### src/rtl/demultiplexador_quadro.sv
// Word demultiplexer: steers a 16-bit stream into eight registered lanes,
// tracking per-frame lane coverage, completion and overwrites.
module demultiplexador_quadro #(
  parameter int LARGURA = 16
) (
  input  logic               clock,
  input  logic               reset_n,
  input  logic [LARGURA-1:0] entrada,
  input  logic [2:0]         controle,
  input  logic               valido,
  input  logic               modo_sequencial,
  input  logic               limpar,
  output logic [LARGURA-1:0] saida0,
  output logic [LARGURA-1:0] saida1,
  output logic [LARGURA-1:0] saida2,
  output logic [LARGURA-1:0] saida3,
  output logic [LARGURA-1:0] saida4,
  output logic [LARGURA-1:0] saida5,
  output logic [LARGURA-1:0] saida6,
  output logic [LARGURA-1:0] saida7,
  output logic [7:0]         atualizado,
  output logic               quadro_completo,
  output logic [2:0]         endereco_atual,
  output logic               erro_sobrescrita
);

  logic [LARGURA-1:0] lanes_q [8];
  logic [7:0] mascara_q, mascara_d;
  logic [7:0] atu_q, atu_d;
  logic       qc_q, qc_d;
  logic [2:0] end_q, end_d;
  logic       err_q, err_d;

  logic [2:0] destino;
  logic [7:0] sel;
  logic [7:0] m;
  logic       aceito;

  assign destino = modo_sequencial ? end_q : controle;
  assign sel     = 8'b1 << destino;
  assign m       = mascara_q | sel;
  assign aceito  = valido & ~limpar;

  always_comb begin
    mascara_d = mascara_q;
    atu_d     = 8'h00;
    qc_d      = 1'b0;
    end_d     = end_q;
    err_d     = err_q;
    if (limpar) begin
      mascara_d = 8'h00;
      end_d     = 3'd0;
      err_d     = 1'b0;
    end else if (valido) begin
      atu_d = sel;
      if (modo_sequencial)
        end_d = end_q + 3'd1;
      if ((mascara_q & sel) != 8'h00)
        err_d = 1'b1;
      // Completing write starts a fresh frame immediately
      if (m == 8'hFF) begin
        qc_d      = 1'b1;
        mascara_d = 8'h00;
      end else begin
        mascara_d = m;
      end
    end
  end

  always_ff @(posedge clock or negedge reset_n) begin
    if (!reset_n) begin
      mascara_q <= 8'h00;
      atu_q     <= 8'h00;
      qc_q      <= 1'b0;
      end_q     <= 3'd0;
      err_q     <= 1'b0;
    end else begin
      mascara_q <= mascara_d;
      atu_q     <= atu_d;
      qc_q      <= qc_d;
      end_q     <= end_d;
      err_q     <= err_d;
    end
  end

  always_ff @(posedge clock or negedge reset_n) begin
    if (!reset_n) begin
      for (int i = 0; i < 8; i++)
        lanes_q[i] <= '0;
    end else if (aceito) begin
      lanes_q[destino] <= entrada;
    end
  end

  assign saida0           = lanes_q[0];
  assign saida1           = lanes_q[1];
  assign saida2           = lanes_q[2];
  assign saida3           = lanes_q[3];
  assign saida4           = lanes_q[4];
  assign saida5           = lanes_q[5];
  assign saida6           = lanes_q[6];
  assign saida7           = lanes_q[7];
  assign atualizado       = atu_q;
  assign quadro_completo  = qc_q;
  assign endereco_atual   = end_q;
  assign erro_sobrescrita = err_q;

endmodule
### config.mk
export PLATFORM = sky130hd
export DESIGN_NAME = demultiplexador_quadro
export DESIGN_NICKNAME = d
export VERILOG_FILES = /design/src/rtl/demultiplexador_quadro.sv
export SDC_FILE = /design/constraint.sdc
export NUM_CORES = 1
export LEC_CHECK = 0
export CAP_MARGIN = 30
export CORE_MARGIN = 8
export CORE_UTILIZATION = 30
export CTS_CLUSTER_DIAMETER = 150
export DETAILED_ROUTE_END_ITERATION = 7
export GPL_ROUTABILITY_DRIVEN = 1
export PLACE_DENSITY = 0.64
export SLEW_MARGIN = 20
export SYNTH_ARGS = -nofsm -noshare
export SYNTH_HDL_FRONTEND = slang
export SYNTH_SLANG_ARGS = --single-unit
### constraint.sdc
create_clock -name clock -period 3.3 [get_ports clock]
set_input_delay 0.99 -clock clock [delete_from_list [all_inputs] [get_ports clock]]
set_output_delay 0.99 -clock clock [all_outputs]
set_load 0.01 [all_outputs]
## Yosys cells after proc, flatten, opt, wreduce, memory -nomap -nowiden

Cells that the tools add are included.

| operators by class | value |
|---|---|
| multiplexer cells | 18 |
| equal/unequal tests | 1 |
| shifts and indexed selects | 1 |
| reduce and logical (&&, ||, !) cells | 7 |
| bitwise operators | 5 |
| order comparisons | 2 |
| add/sub/neg operators | 1 |

Operator list:

| cell | count |
|---|---|
| bitwise mux 128 bit | 1 |
| demux 16 bit (select 3 bit) | 1 |
| 2-to-1 mux 8 bit | 5 |
| 2-to-1 mux 16 bit | 1 |
| 2-to-1 mux 3 bit | 4 |
| bitwise AND 8 bit | 1 |
| == test 8 bit (second input constant) | 1 |
| bitwise OR 8 bit | 1 |
| nonzero test 8 bit | 1 |
| << shifter 1 x 3 -> 8 bit (first input constant) | 1 |
| 2-to-1 mux 1 bit | 6 |
| nonzero test 2 bit | 3 |
| greater-or-equal comparator 4 bit (second input constant) | 1 |
| less-than comparator 4 x 1 -> 1 bit (second input constant) | 1 |
| inverter 3 -> 4 bit | 1 |
| AND reduction 2 bit | 2 |
| adder 3 x 1 -> 3 bit (second input constant) | 1 |
| bitwise AND 1 bit | 1 |
| logical AND 1 bit | 1 |
| inverter 1 bit | 1 |

| storage, ports and cells | value |
|---|---|
| output and inout bits | 141 |
| input port bits | 24 |
| bits in registers | 149 |
| word-level logic and storage cells | 48 |

## Depth between registers and ports, before layout

| depth | value |
|---|---|
| depth after elaboration | 7 |
| mapped depth | 8 |
| gate-level depth less buffers | 5 |

## Worst setup path after synthesis

Ideal clock, no wire load.

| path | value |
|---|---|
| path kind | input port to flip-flop |
| start | in modo_sequencial |
| end | reg lanes_q, in the netlist saida3[10] |
| path slack | 0.650 ns |
| arrival | 2.525 ns |
| stages | 5 |
| cell sequence | buf_6 mux2_4 nor4_4 buf_6 mux2_2 |

| between the ends | value |
|---|---|
| cells in the longest elaborated chain, start to end | 7 |
| elaborated cells between the ends (all ways) | 8 |
| classes of those cells | 2 x order compare; 4 x mux; 1 x bitwise; 1 x reduce/logical |

Ends and longest elaborated chain:

| what | RTL line | RTL |
|---|---|---|
| start: declaration | 11 | `input logic modo_sequencial,` |
| 2-to-1 mux 3 bit (*) | 39 | `assign destino = modo_sequencial ? end_q : controle;` |
| inverter 3 -> 4 bit (implied by the code) (*) | 91 | `lanes_q[destino] <= entrada;` |
| greater-or-equal comparator 4 bit (implied by the code) or less-than comparator 4 x 1 -> 1 bit (tied branches) | 91 |  |
| logical AND 1 bit (implied by the code) | 91 |  |
| 2-to-1 mux 16 bit (implied by the code) | 91 |  |
| demux 16 bit (select 3 bit) (*) | 91 |  |
| bitwise mux 128 bit (*) | 91 |  |
| end signal: indexed assignment | 91 |  |
| end: declaration | 27 | `logic [LARGURA-1:0] lanes_q [8];` |

Every way passes the cells marked *; elsewhere a longest branch is shown, timed or not.
A chain may end at the register's enable or synchronous reset.

## Worst setup path in the final report

| path | value |
|---|---|
| start | in modo_sequencial |
| end | reg mascara_q[0] |

| between the ends | value |
|---|---|
| cells in the longest elaborated chain, start to end | 7 |

Ends and longest elaborated chain:

| what | RTL line | RTL |
|---|---|---|
| 2-to-1 mux 3 bit (*) | 39 |  |
| << shifter 1 x 3 -> 8 bit (*) | 40 | `assign sel = 8'b1 << destino;` |
| bitwise OR 8 bit (*) | 41 | `assign m = mascara_q \| sel;` |
| == test 8 bit | 61 | `if (m == 8'hFF) begin` |
| 2-to-1 mux 8 bit (*) | 61 |  |
| 2-to-1 mux 8 bit (*) | 54 | `end else if (valido) begin` |
| 2-to-1 mux 8 bit (*) | 50 | `if (limpar) begin` |
| end signal: assignment | 78 | `mascara_q <= mascara_d;` |
| end: declaration | 28 | `logic [7:0] mascara_q, mascara_d;` |

Every way passes the cells marked *; elsewhere a longest branch is shown, timed or not. The select of a mux whose other input is x is not followed.

==> out/qor.yml <==
timing:
  min_period_ns: 2.77
  worst_pin_slew_ns: 0.734
  rsz0062_at_grt: "false"
  setup-tns-final_ns: 0
  clock_skew_ns: 0.00468
  slew_headroom_pct: 51.1
  fmax_mhz: 361
  hold_viol_final: 0
  maxSlewViolCount: 0
  period_share_pct: 83.9
  setup_viol_count_final: 0
detailed_routing:
  via_count: 3918
  wirelength_mm: 16.5
  vias_per_cell: 4.69
  drc: 0
  wl_per_cell_um: 19.8
  drtIter0Drc: 166
  ant_nets: 0
  drt-pass1-iter-count: 4
power:
  powerDensity_nw_per_um2: 700
  p_leak_nw: 3.78
  ir_worst_vdd_mv: 0.355
logic_synthesis:
  yosysSeqAreaShare_pct: 62.1
  synthArstFlopShare_pct: 100
  synth_edf_count: 0
  yosysWarnings: 0
  synth-main-ff-cell: "dfrtp_1"
  synth_fp_nets: 398
  synthCells: 373
  ys_ff_latch: 149
  postSynthAreaPerCell_um2: 16.1
  synth_cell_types: 39
  synth_top_area_share_pct: 62.1
  syn-cell-area_um2: 6000
  synthTopCellsByArea: "dfrtp_1 62%, mux2_2 21%, mux2_4 5.0%"
  yosysTopAreaCell: "dfrtp_1"
floorplanning:
  die_y_um: 157
  io_pins: 165
  fp.dieArea_um2: 24800
  initial_utilization_pct: 30.8
  rows: 51
  fp.dieW_um: 157
  fp.coreArea_um2: 19500
global_routing:
  grt_pass1_wl_mm: 25.9
  grt_max_degree: 76
  overflow: 0
  grt_pass1_vias: 4344
  grt_usage_pct: 13.7
  antenna_found_initial: 0
min_path:
  whs_endpoint: "saida0[0]"
  min_path_type: "reg2reg"
  hp-start: "saida0[0]"
  min_path_cells: 1
finish:
  utilization_pct: 44.2
  antennaDiodeCount: 0
  multi_input_area_um2: 2110
  nFillCells: 1770
  drive_above_1_share_pct: 32.6
  fin_nets: 582
  syn_to_final_growth_pct: 43.8
  register_area_um2: 3730
placed_design:
  portBuffers: 164
  globalplace.congestion: 0.891
  dpl.hpwl_mm: 11.7
critical_path:
  end_kind: "flip-flop"
  critPathLaunchType: "primary input"
  path_class: "in2reg"
  timing.rr.start: "endereco_atual[2]"
  ff2ff_path_depth: 5
  reg2reg_slack_ns: 1.36
  cp.arrival_ns: 3.06
  crit_path_max_incr_delay_ns: 0.50
  cp_slowest_cell: "clkdlybuf4s50_1"
  cp_max_fo: 9
  worstPathCellList: "clkdlybuf4s50_1, buf_12, mux2i_4, nand3_1, o22ai_1, nand4_2, a22o_1"
  critPathBufInv: 2
  cp_top_family: "buffers and inverters"
  required_ns: 3.60
  r2r-end: "mascara_q[0]"
clocking:
  cts_root_buf: "clkbuf_16"
  clk_latency_ns: 0.41
  cts_sinks: 149
  post_cts_buffers: 0
  holdBufCountCts: 0
  tritoncts: "yes"
  cts_max_level: 4
  numCtsBuffers: 17
  cts_resized: 0
  clkTransAtPathRegs_ns: 0.06
  clock_path_buffers: 2
status:
  status: "completed"
flow_run:
  cap_violations: 0
[synthesized netlist by cell type (all sizes together), types with 3 or more instances]
cell / number
dfrtp: 149
mux2: 131
nor2: 14
buf: 13
inv: 11
a22o: 7
mux2i: 6
a21oi: 5
nand3: 5
a31oi: 3
nand2: 3
nand4: 3
nor4: 3
[worst reg2reg max path, delay by kind of cell, from the launching register on]
kind             cells  cell delay, ns
AO/OA/AOI/OAI        2            0.53
flip-flops           1            0.45
multiplexers         1            0.43
AND/OR/NAND/NOR      2            0.41
[metal layers]
metal	GRT usage (%)	part of all wire (%)	vias up
met1	16.5	42	2013
met4	4.22	1.2	0
li1	-	-	1719
met2	20.8	44	165
met5	0	0	-
met3	7.38	13	21
[state kept, by name, indices dropped and copies added (netlist names)]
signal,flops
erro_sobrescrita,1
saida7,16
atualizado,8
saida0,16
saida1,16
saida4,16
quadro_completo,1
mascara_q,8
saida6,16
saida2,16
saida5,16
endereco_atual,3
saida3,16
[cells by family (layout without fill, tap and decap cells)]
group / Yosys count / count (layout) / synth area share [%]
mux: 137 / 137 / 27.1
xor+xnor: 2 / 2 / 0.292
flops: 149 / 149 / 62.1
simple gates: 33 / 33 / 4.25
compound gates: 26 / 26 / 3.19
buf+inv: 25 / 222 / 2.88
fa+ha+maj: 1 / 1 / 0.208
[layout make-up]
| cell class | count | area share [%] |
|---|---|---|
| clock buffers | 24 | 5.46 |
| clock inverters | 8 | 1.43 |
| inverters | 11 | 0.478 |
| multi-input cells | 199 | 24.4 |
| flip-flops and latches | 149 | 43.2 |
| well taps | 265 | 3.84 |
| repair buffers | 179 | 21.2 |
[metrics by stage]
step	total power [mW]	worst slack [ns]	cells	hold slack [ns]	area, um2
final	6.04	0.533	835	0.504	8640
after global routing	6.35	0.466	835	0.511	8640
after CTS	6.14	0.593	835	0.506	8640
after detailed placement	4.14	0.143	803	0.493	8040
after global placement	4.10	0.230	803	0.488	8040
after floorplan	3.07	0.650	373	0.473	6000
[report_power, final]
part	switching, mW	total, mW	internal (mW)
registers	0.235	2.46	2.22
logic	0.621	1.63	1.01
clock network	0.729	1.96	1.23
total	1.58	6.04	4.46
[how the worst max path moves through the flow]
stage	cells after the start	startpoint	endpoint
floorplan	5	modo_sequencial	saida3[10]
finish	7	modo_sequencial	mascara_q[0]
CTS	7	modo_sequencial	mascara_q[6]
detailed placement	7	modo_sequencial	mascara_q[0]
global placement	7	modo_sequencial	mascara_q[5]
global route	7	modo_sequencial	mascara_q[3]
[placed cells by master, fill, tap and decap left out, types with 3 or more instances in the layout]
cell type / count
a21oi_1: 5
a22o_1: 7
a31oi_1: 3
buf_12: 6
buf_4: 9
bufinv_16: 3
clkbuf_1: 5
clkbuf_16: 17
clkdlybuf4s50_1: 163
dfrtp_1: 149
inv_1: 11
mux2_2: 111
mux2_4: 20
mux2i_1: 4
nand3_1: 3
nor2_1: 13
nor4_4: 3
No activity file was read; power rests on OpenSTA's default activity.
